--- config.mk ---
export PLATFORM = sky130hd
export DESIGN_NAME = axi4_wb_bridge
export DESIGN_NICKNAME = d
export VERILOG_FILES = /design/src/rtl/axi4_wb_bridge.sv
export SDC_FILE = /design/constraint.sdc
export NUM_CORES = 1
export LEC_CHECK = 0
export CAP_MARGIN = 20
export CORE_UTILIZATION = 30
export CTS_BUF_LIST = sky130_fd_sc_hd__clkbuf_2
export DETAILED_ROUTE_END_ITERATION = 12
export GPL_ROUTABILITY_DRIVEN = 1
export GPL_TIMING_DRIVEN = 0
export PLACE_DENSITY = 0.64
export SYNTH_ARGS = -nofsm -noshare
export SYNTH_HDL_FRONTEND = slang
export SYNTH_SLANG_ARGS = --single-unit
--- constraint.sdc ---
create_clock -name clk_i -period 1.89 [get_ports clk_i]
set_clock_uncertainty 0.05 [all_clocks]
set_input_delay 0.2835 -clock clk_i [delete_from_list [all_inputs] [get_ports clk_i]]
set_output_delay 0.2835 -clock clk_i [all_outputs]
set_load 0.03 [all_outputs]
--- src/rtl/axi4_wb_bridge.sv ---
// AXI4 responder replaying each burst beat as one Wishbone classic cycle.
// Optional WRAP burst support is enabled by defining AXI_WB_WRAP_EN.
`timescale 1ns/1ps
module axi4_wb_bridge #(
    parameter int ID_WIDTH       = 4,
    parameter int TIMEOUT_CYCLES = 255
) (
    input  logic                clk_i,
    input  logic                rst_i,
    input  logic                axi_awvalid_i,
    output logic                axi_awready_o,
    input  logic [31:0]         axi_awaddr_i,
    input  logic [ID_WIDTH-1:0] axi_awid_i,
    input  logic [7:0]          axi_awlen_i,
    input  logic [1:0]          axi_awburst_i,
    input  logic                axi_wvalid_i,
    output logic                axi_wready_o,
    input  logic [31:0]         axi_wdata_i,
    input  logic [3:0]          axi_wstrb_i,
    input  logic                axi_wlast_i,
    output logic                axi_bvalid_o,
    input  logic                axi_bready_i,
    output logic [1:0]          axi_bresp_o,
    output logic [ID_WIDTH-1:0] axi_bid_o,
    input  logic                axi_arvalid_i,
    output logic                axi_arready_o,
    input  logic [31:0]         axi_araddr_i,
    input  logic [ID_WIDTH-1:0] axi_arid_i,
    input  logic [7:0]          axi_arlen_i,
    input  logic [1:0]          axi_arburst_i,
    output logic                axi_rvalid_o,
    input  logic                axi_rready_i,
    output logic [31:0]         axi_rdata_o,
    output logic [1:0]          axi_rresp_o,
    output logic [ID_WIDTH-1:0] axi_rid_o,
    output logic                axi_rlast_o,
    output logic                wb_cyc_o,
    output logic                wb_stb_o,
    output logic                wb_we_o,
    output logic [3:0]          wb_sel_o,
    output logic [31:0]         wb_addr_o,
    output logic [31:0]         wb_data_o,
    input  logic [31:0]         wb_data_i,
    input  logic                wb_ack_i
);

    typedef enum logic [2:0] {
        IDLE, WR_DATA, WR_BUS, WR_RESP, RD_BUS, RD_RESP
    } state_t;

    localparam logic [1:0]  RESP_OKAY   = 2'b00;
    localparam logic [1:0]  RESP_SLVERR = 2'b10;
    localparam logic [1:0]  BURST_INCR  = 2'b01;
    localparam bit          TMO_EN      = (TIMEOUT_CYCLES != 0);
    localparam logic [31:0] TMO_LAST    = 32'(TIMEOUT_CYCLES - 1);

    state_t                state_q, state_d;
    logic [31:0]           addr_q, addr_d;
    logic [ID_WIDTH-1:0]   id_q, id_d;
    logic [7:0]            len_q, len_d;
    logic [1:0]            burst_q, burst_d;
    logic [7:0]            beat_q, beat_d;
    logic                  err_q, err_d;
    logic                  rerr_q, rerr_d;
    logic [31:0]           wdata_q, wdata_d;
    logic [3:0]            strb_q, strb_d;
    logic [31:0]           rdata_q, rdata_d;
    logic [31:0]           tmo_q, tmo_d;
    logic                  lww_q, lww_d;

    logic                  idle;
    logic                  aw_go;
    logic                  ar_go;
    logic                  last_beat;
    logic                  tmo_hit;
    logic                  bad_burst;
    logic [31:0]           addr_nxt;

    assign idle      = (state_q == IDLE);
    // Arbitration: on a tie, serve the direction not served last time.
    assign aw_go     = idle && axi_awvalid_i && (!axi_arvalid_i || !lww_q);
    assign ar_go     = idle && axi_arvalid_i && !aw_go;
    assign last_beat = (beat_q == len_q);
    assign tmo_hit   = TMO_EN && (tmo_q == TMO_LAST);

`ifdef AXI_WB_WRAP_EN
    logic [31:0] wrap_mask;
    assign wrap_mask = {22'd0, len_q, 2'b11};
`endif

    always_comb begin
        bad_burst = 1'b0;
        unique case (burst_q)
            2'b00, 2'b01: bad_burst = 1'b0;
`ifdef AXI_WB_WRAP_EN
            2'b10: bad_burst = !(len_q inside {8'd1, 8'd3, 8'd7, 8'd15});
`else
            2'b10: bad_burst = 1'b1;
`endif
            default: bad_burst = 1'b1;
        endcase
    end

    // Unsupported bursts fall back to FIXED addressing.
    always_comb begin
        addr_nxt = addr_q;
        if (!bad_burst) begin
            if (burst_q == BURST_INCR) begin
                addr_nxt = addr_q + 32'd4;
            end
`ifdef AXI_WB_WRAP_EN
            else if (burst_q == 2'b10) begin
                addr_nxt = (addr_q & ~wrap_mask) |
                           ((addr_q + 32'd4) & wrap_mask);
            end
`endif
        end
    end

    always_comb begin
        state_d = state_q;
        addr_d  = addr_q;
        id_d    = id_q;
        len_d   = len_q;
        burst_d = burst_q;
        beat_d  = beat_q;
        err_d   = err_q;
        rerr_d  = rerr_q;
        wdata_d = wdata_q;
        strb_d  = strb_q;
        rdata_d = rdata_q;
        tmo_d   = tmo_q;
        lww_d   = lww_q;
        unique case (state_q)
            IDLE: begin
                if (aw_go) begin
                    state_d = WR_DATA;
                    addr_d  = axi_awaddr_i;
                    id_d    = axi_awid_i;
                    len_d   = axi_awlen_i;
                    burst_d = axi_awburst_i;
                    beat_d  = 8'd0;
                    err_d   = 1'b0;
                    lww_d   = 1'b1;
                end else if (ar_go) begin
                    state_d = RD_BUS;
                    addr_d  = axi_araddr_i;
                    id_d    = axi_arid_i;
                    len_d   = axi_arlen_i;
                    burst_d = axi_arburst_i;
                    beat_d  = 8'd0;
                    err_d   = 1'b0;
                    lww_d   = 1'b0;
                end
            end
            WR_DATA: begin
                if (axi_wvalid_i) begin
                    wdata_d = axi_wdata_i;
                    strb_d  = axi_wstrb_i;
                    if (axi_wlast_i != last_beat) begin
                        err_d = 1'b1;
                    end
                    state_d = WR_BUS;
                end
            end
            WR_BUS: begin
                if (wb_ack_i || tmo_hit) begin
                    tmo_d = 32'd0;
                    if (!wb_ack_i || bad_burst) begin
                        err_d = 1'b1;
                    end
                    if (last_beat) begin
                        state_d = WR_RESP;
                    end else begin
                        addr_d  = addr_nxt;
                        beat_d  = beat_q + 8'd1;
                        state_d = WR_DATA;
                    end
                end else begin
                    tmo_d = tmo_q + 32'd1;
                end
            end
            WR_RESP: begin
                if (axi_bready_i) begin
                    state_d = IDLE;
                end
            end
            RD_BUS: begin
                if (wb_ack_i || tmo_hit) begin
                    tmo_d   = 32'd0;
                    rdata_d = wb_ack_i ? wb_data_i : 32'd0;
                    rerr_d  = !wb_ack_i || bad_burst;
                    state_d = RD_RESP;
                end else begin
                    tmo_d = tmo_q + 32'd1;
                end
            end
            RD_RESP: begin
                if (axi_rready_i) begin
                    if (last_beat) begin
                        state_d = IDLE;
                    end else begin
                        addr_d  = addr_nxt;
                        beat_d  = beat_q + 8'd1;
                        state_d = RD_BUS;
                    end
                end
            end
            default: state_d = IDLE;
        endcase
    end

    always_ff @(posedge clk_i) begin
        if (rst_i) begin
            state_q <= IDLE;
            addr_q  <= '0;
            id_q    <= '0;
            len_q   <= '0;
            burst_q <= '0;
            beat_q  <= '0;
            err_q   <= 1'b0;
            rerr_q  <= 1'b0;
            wdata_q <= '0;
            strb_q  <= '0;
            rdata_q <= '0;
            tmo_q   <= '0;
            lww_q   <= 1'b0;
        end else begin
            state_q <= state_d;
            addr_q  <= addr_d;
            id_q    <= id_d;
            len_q   <= len_d;
            burst_q <= burst_d;
            beat_q  <= beat_d;
            err_q   <= err_d;
            rerr_q  <= rerr_d;
            wdata_q <= wdata_d;
            strb_q  <= strb_d;
            rdata_q <= rdata_d;
            tmo_q   <= tmo_d;
            lww_q   <= lww_d;
        end
    end

    assign axi_awready_o = !rst_i && aw_go;
    assign axi_arready_o = !rst_i && ar_go;
    assign axi_wready_o  = (state_q == WR_DATA);
    assign axi_bvalid_o  = (state_q == WR_RESP);
    assign axi_bresp_o   = err_q ? RESP_SLVERR : RESP_OKAY;
    assign axi_bid_o     = id_q;
    assign axi_rvalid_o  = (state_q == RD_RESP);
    assign axi_rdata_o   = rdata_q;
    assign axi_rresp_o   = rerr_q ? RESP_SLVERR : RESP_OKAY;
    assign axi_rid_o     = id_q;
    assign axi_rlast_o   = (state_q == RD_RESP) && last_beat;

    assign wb_cyc_o  = (state_q == WR_BUS) || (state_q == RD_BUS);
    assign wb_stb_o  = wb_cyc_o;
    assign wb_we_o   = (state_q == WR_BUS);
    assign wb_sel_o  = (state_q == WR_BUS) ? strb_q :
                       (state_q == RD_BUS) ? 4'hF : 4'h0;
    assign wb_addr_o = {addr_q[31:2], 2'b00};
    assign wb_data_o = wdata_q;

endmodule

==> tab_implementation.tex <==
\begin{tabular}{lr}
\hline
Metric & Value \\
\hline
\multicolumn{2}{l}{\textbf{Drt}} \\
Total via count after detailed routing & 9299 \\
Vias per cell & 5.19 \\
Routed length per placed instance & 18.7 um \\
First DRT Iteration DRCs & 649 \\
Final routed wirelength across all metal layers & 33.4 mm \\
Total DRC errors in the routed layout & 0 \\
Antenna-violating nets left & 0 \\
First-pass detailed-route iteration total & 5 \\
\multicolumn{2}{l}{\textbf{Timing}} \\
Clock period minus final worst setup slack & 2.48 ns \\
Final worst path period share & 131\% \\
Number of hold-slack violations in the final timing report & 0 \\
Final-report max-slew violation count & 0 \\
Max Freq & 404 MHz \\
Count of endpoints failing setup in the final report & 120 \\
Worst hold slack across all endpoints & 0.0462 ns \\
Setup repair after global routing missed its margin & yes \\
Slew at the pin closest to its max-slew limit & 0.837 ns \\
Relative max-transition margin & 44.2\% \\
PnR worst setup slack & -0.587 ns \\
\multicolumn{2}{l}{\textbf{Floorplanning}} \\
Die outline area & 26300 um2 \\
Die Ht & 162 um \\
I/O pin count & 290 \\
Die extent in x & 162 um \\
Core outline area & 25200 um2 \\
Num rows & 58 \\
Initial standard-cell utilization of the core & 30.6\% \\
\multicolumn{2}{l}{\textbf{Logic synthesis}} \\
Syn Inst Count & 1004 \\
Mean instance size in the synthesized netlist & 7.68 um2 \\
Proportion of synthesized chip area in sequential cells & 41.0\% \\
Fraction of registers with async set or reset after synthesis & 0\% \\
Ys flop type & dfxtp\_1 \\
Combined area of all synthesized cells & 7710 um2 \\
Count of flip-flops with a built-in enable after synthesis & 0 \\
Yosys warnings & 0 \\
Netlist cell types & 55 \\
Number of register bits inferred by synthesis & 158 \\
\multicolumn{2}{l}{\textbf{Global route}} \\
Number of antenna violations at the first check in global routing & 1 \\
Total global routing track utilization & 24.7\% \\
Largest net degree at the start of global routing & 17 \\
Via count of the first global-routing pass & 9265 \\
Overflow after GRT & 0 \\
First-pass GRT wire length & 50.3 mm \\
\multicolumn{2}{l}{\textbf{Final layout}} \\
P\&R area growth vs syn & 79.0\% \\
Final nets & 1620 \\
Sequential cell area & 3330 um2 \\
Final standard cell utilization of the core & 54.8\% \\
Commonest cells after routing, fill and taps aside & nand2\_1, clkdlybuf4s50\_1, nor2\_1 \\
Number of standard cells in the layout, taps in and fillers out & 1791 \\
Area occupied by multi-input gates & 5150 um2 \\
Fraction of final layout cells with drive strength greater than 1 & 38.4\% \\
Filler cell count & 2228 \\
Most common library cell in the layout ignoring fill and taps & nand2\_1 \\
\multicolumn{2}{l}{\textbf{Place}} \\
Placer's final routability congestion estimate & 0.879 \\
Placement-stage worst setup slack & -1.53 ns \\
Number of port buffers & 281 \\
Detail Placement HPWL & 21.6 mm \\
Number of placed instances, taps included & 1618 \\
\multicolumn{2}{l}{\textbf{Pwr}} \\
Power Density & 1350 nW/um2 \\
Reported leakage power & 5.42 nW \\
Share of power burned in the clock network & 10.3\% \\
Switching portion of total power & 47.4\% \\
Cell Int Power & 9.78 mW \\
Power share of the combinational group & 63.3\% \\
Highest ir drop seen on vdd & 0.000761 V \\
Total power & 18.6 mW \\
Net switching component of the power & 8.82 mW \\
Sequential share of power & 26.5\% \\
\multicolumn{2}{l}{\textbf{Clocking}} \\
Clock tree from TritonCTS & yes \\
H-tree depth reported by CTS & 4 \\
Clock root buffer & clkbuf\_2 \\
Clock slew at the register clock pins of the worst setup and hold paths & 0.27 ns \\
Number of buffers created by CTS & 17 \\
Number of sinks on the clock net & 158 \\
Worst-skew pair later-pin latency & 0.78 ns \\
Clock tree buffer depth & 2 \\
\multicolumn{2}{l}{\textbf{Worst hold path}} \\
Path type of the worst min-delay path & input port to flop \\
\multicolumn{2}{l}{\textbf{Setup path}} \\
Start-to-end type of the worst setup path & flop to output pin \\
Critical Path AT & 2.14 ns \\
Endpoint kind of the worst setup timing path & output pin \\
Crit start category & flop \\
Maximum fanout encountered on the critical timing path & 4 \\
Critical Path RT & 1.56 ns \\
\multicolumn{2}{l}{\textbf{Run status}} \\
Outcome & finished with violations \\
Failing checks & setup timing \\
\multicolumn{2}{l}{\textbf{Flow run}} \\
Reported max-cap violation count & 0 \\
\hline
\end{tabular}
==> metal layers <==
metal	wire (um)	share of wire [%]	track usage, %	up-vias
met3	2290	6.9	6.38	90
li1	-	-	-	4412
met2	16400	49	42.8	374
met5	0	0	0	-
met1	13500	40	28.7	4423
met4	1180	3.5	9.91	0
==> Yosys cell counts, types with 2 or more instances <==
library cell,count,area [um2]
a21oi_1,85,425
nor2_1,115,432
o32a_1,2,20.0
a22oi_1,32,240
inv_1,17,63.8
nand3_1,47,235
nor2b_1,3,18.8
o32ai_1,12,105
nor4_2,2,25.0
or3_1,2,12.5
xor2_1,24,210
nor4_1,11,68.8
and2_1,9,56.3
xnor2_1,17,149
nand2b_1,2,12.5
o22ai_1,4,25.0
clkbuf_1,60,225
ha_1,4,50.1
buf_2,9,45.0
nor3_1,14,70.1
buf_4,13,97.6
o21ai_0,33,165
mux2i_1,13,130
a211oi_1,11,82.6
and3_1,16,100
dfxtp_1,158,3160
a21o_1,4,30.0
nor4b_1,2,17.5
o211ai_1,5,37.5
a311oi_1,14,123
nand4b_1,5,43.8
nand4_1,24,150
buf_6,2,22.5
a32o_1,3,30.0
a31oi_1,17,106
nand2_1,191,717
nor3b_1,2,15.0
and4_1,3,26.3
==> cells by family (layout without fill, tap and decap cells) <==
kind of cell             count (synthesis)  in the layout  share of synthesized area (%)
AO/OA/AOI/OAI                          233            233                           19.6
adder cells (fa/ha/maj)                  4              4                          0.649
flip-flops                             158            158                           41.0
buffers and inverters                  102            555                           5.94
other                                    1              5                         0.0486
multiplexers                            14             14                           1.83
AND/OR/NAND/NOR                        451            451                           26.3
XOR/XNOR                                41             41                           4.66
==> final timing paths <==
check | end | slack [ns] | cells after the start | from
min | burst_q[1] | 0.05 | 3 | axi_arburst_i[1]
max | axi_awready_o | -0.59 | 7 | state_q[2]
max reg2reg | addr_q[31] | -0.51 | 9 | tmo_q[21]
min reg2reg | wb_data_o[31] | 0.42 | 2 | wb_data_o[31]
==> metrics by stage <==
step / setup TNS [ns] / area (um2)
floorplan: -8.04 / 7790
global placement: -113.07 / 11000
detailed placement: -106.43 / 11000
CTS: -33.05 / 13600
global route: -56.51 / 13800
finish: -48.41 / 13800
==> what timing repair did <==
item	4_1_cts	5_1_grt
setup buffers	48	33
endpoints found under the setup margin	269	235
cloned	13	0
endpoints found under the hold margin	54	5
hold buffers	65	5
resized for setup	744	309
pin swaps	123	54
==> registers in the layout (all words and copies together) (netlist names) <==
name,flops
burst_q,2
len_q,8
wb_data_o,32
err_q,1
lww_q,1
axi_bid_o,4
strb_q,4
rerr_q,1
state_q,3
beat_q,8
axi_rdata_o,32
addr_q,30
tmo_q,32
==> area by class of cell <==
class,count,share of cell area [%]
plain buffers,74,4.32
diodes,1,0.0181
multi-input cells,747,37.4
clock buffers,19,0.689
clock inverters,13,0.979
inverters,18,0.544
flip-flops and latches,158,24.2
well taps,330,2.99
repair buffers,431,28.9
==> power groups by stage <==
stage | Clock [mW] | Sequential, mW | Combinational, mW
after global routing | 2.06 | 5.01 | 12.4
final | 1.91 | 4.92 | 11.8
after detailed placement | 0 | 4.76 | 7.97
after global placement | 0 | 4.75 | 7.93
after CTS | 1.95 | 4.83 | 11.0
after floorplan | 0 | 5.55 | 4.02
==> worst max-delay path, cell delays in order, from the launching register on <==
cell and delay (ns):
dfxtp_2 0.40, buf_6 0.12, nor3_4 0.21, nand2_4 0.10, buf_8 0.14, clkbuf_16 0.15, nor2_4 0.10, buf_6 0.14
No activity file was read; power rests on OpenSTA's default activity.
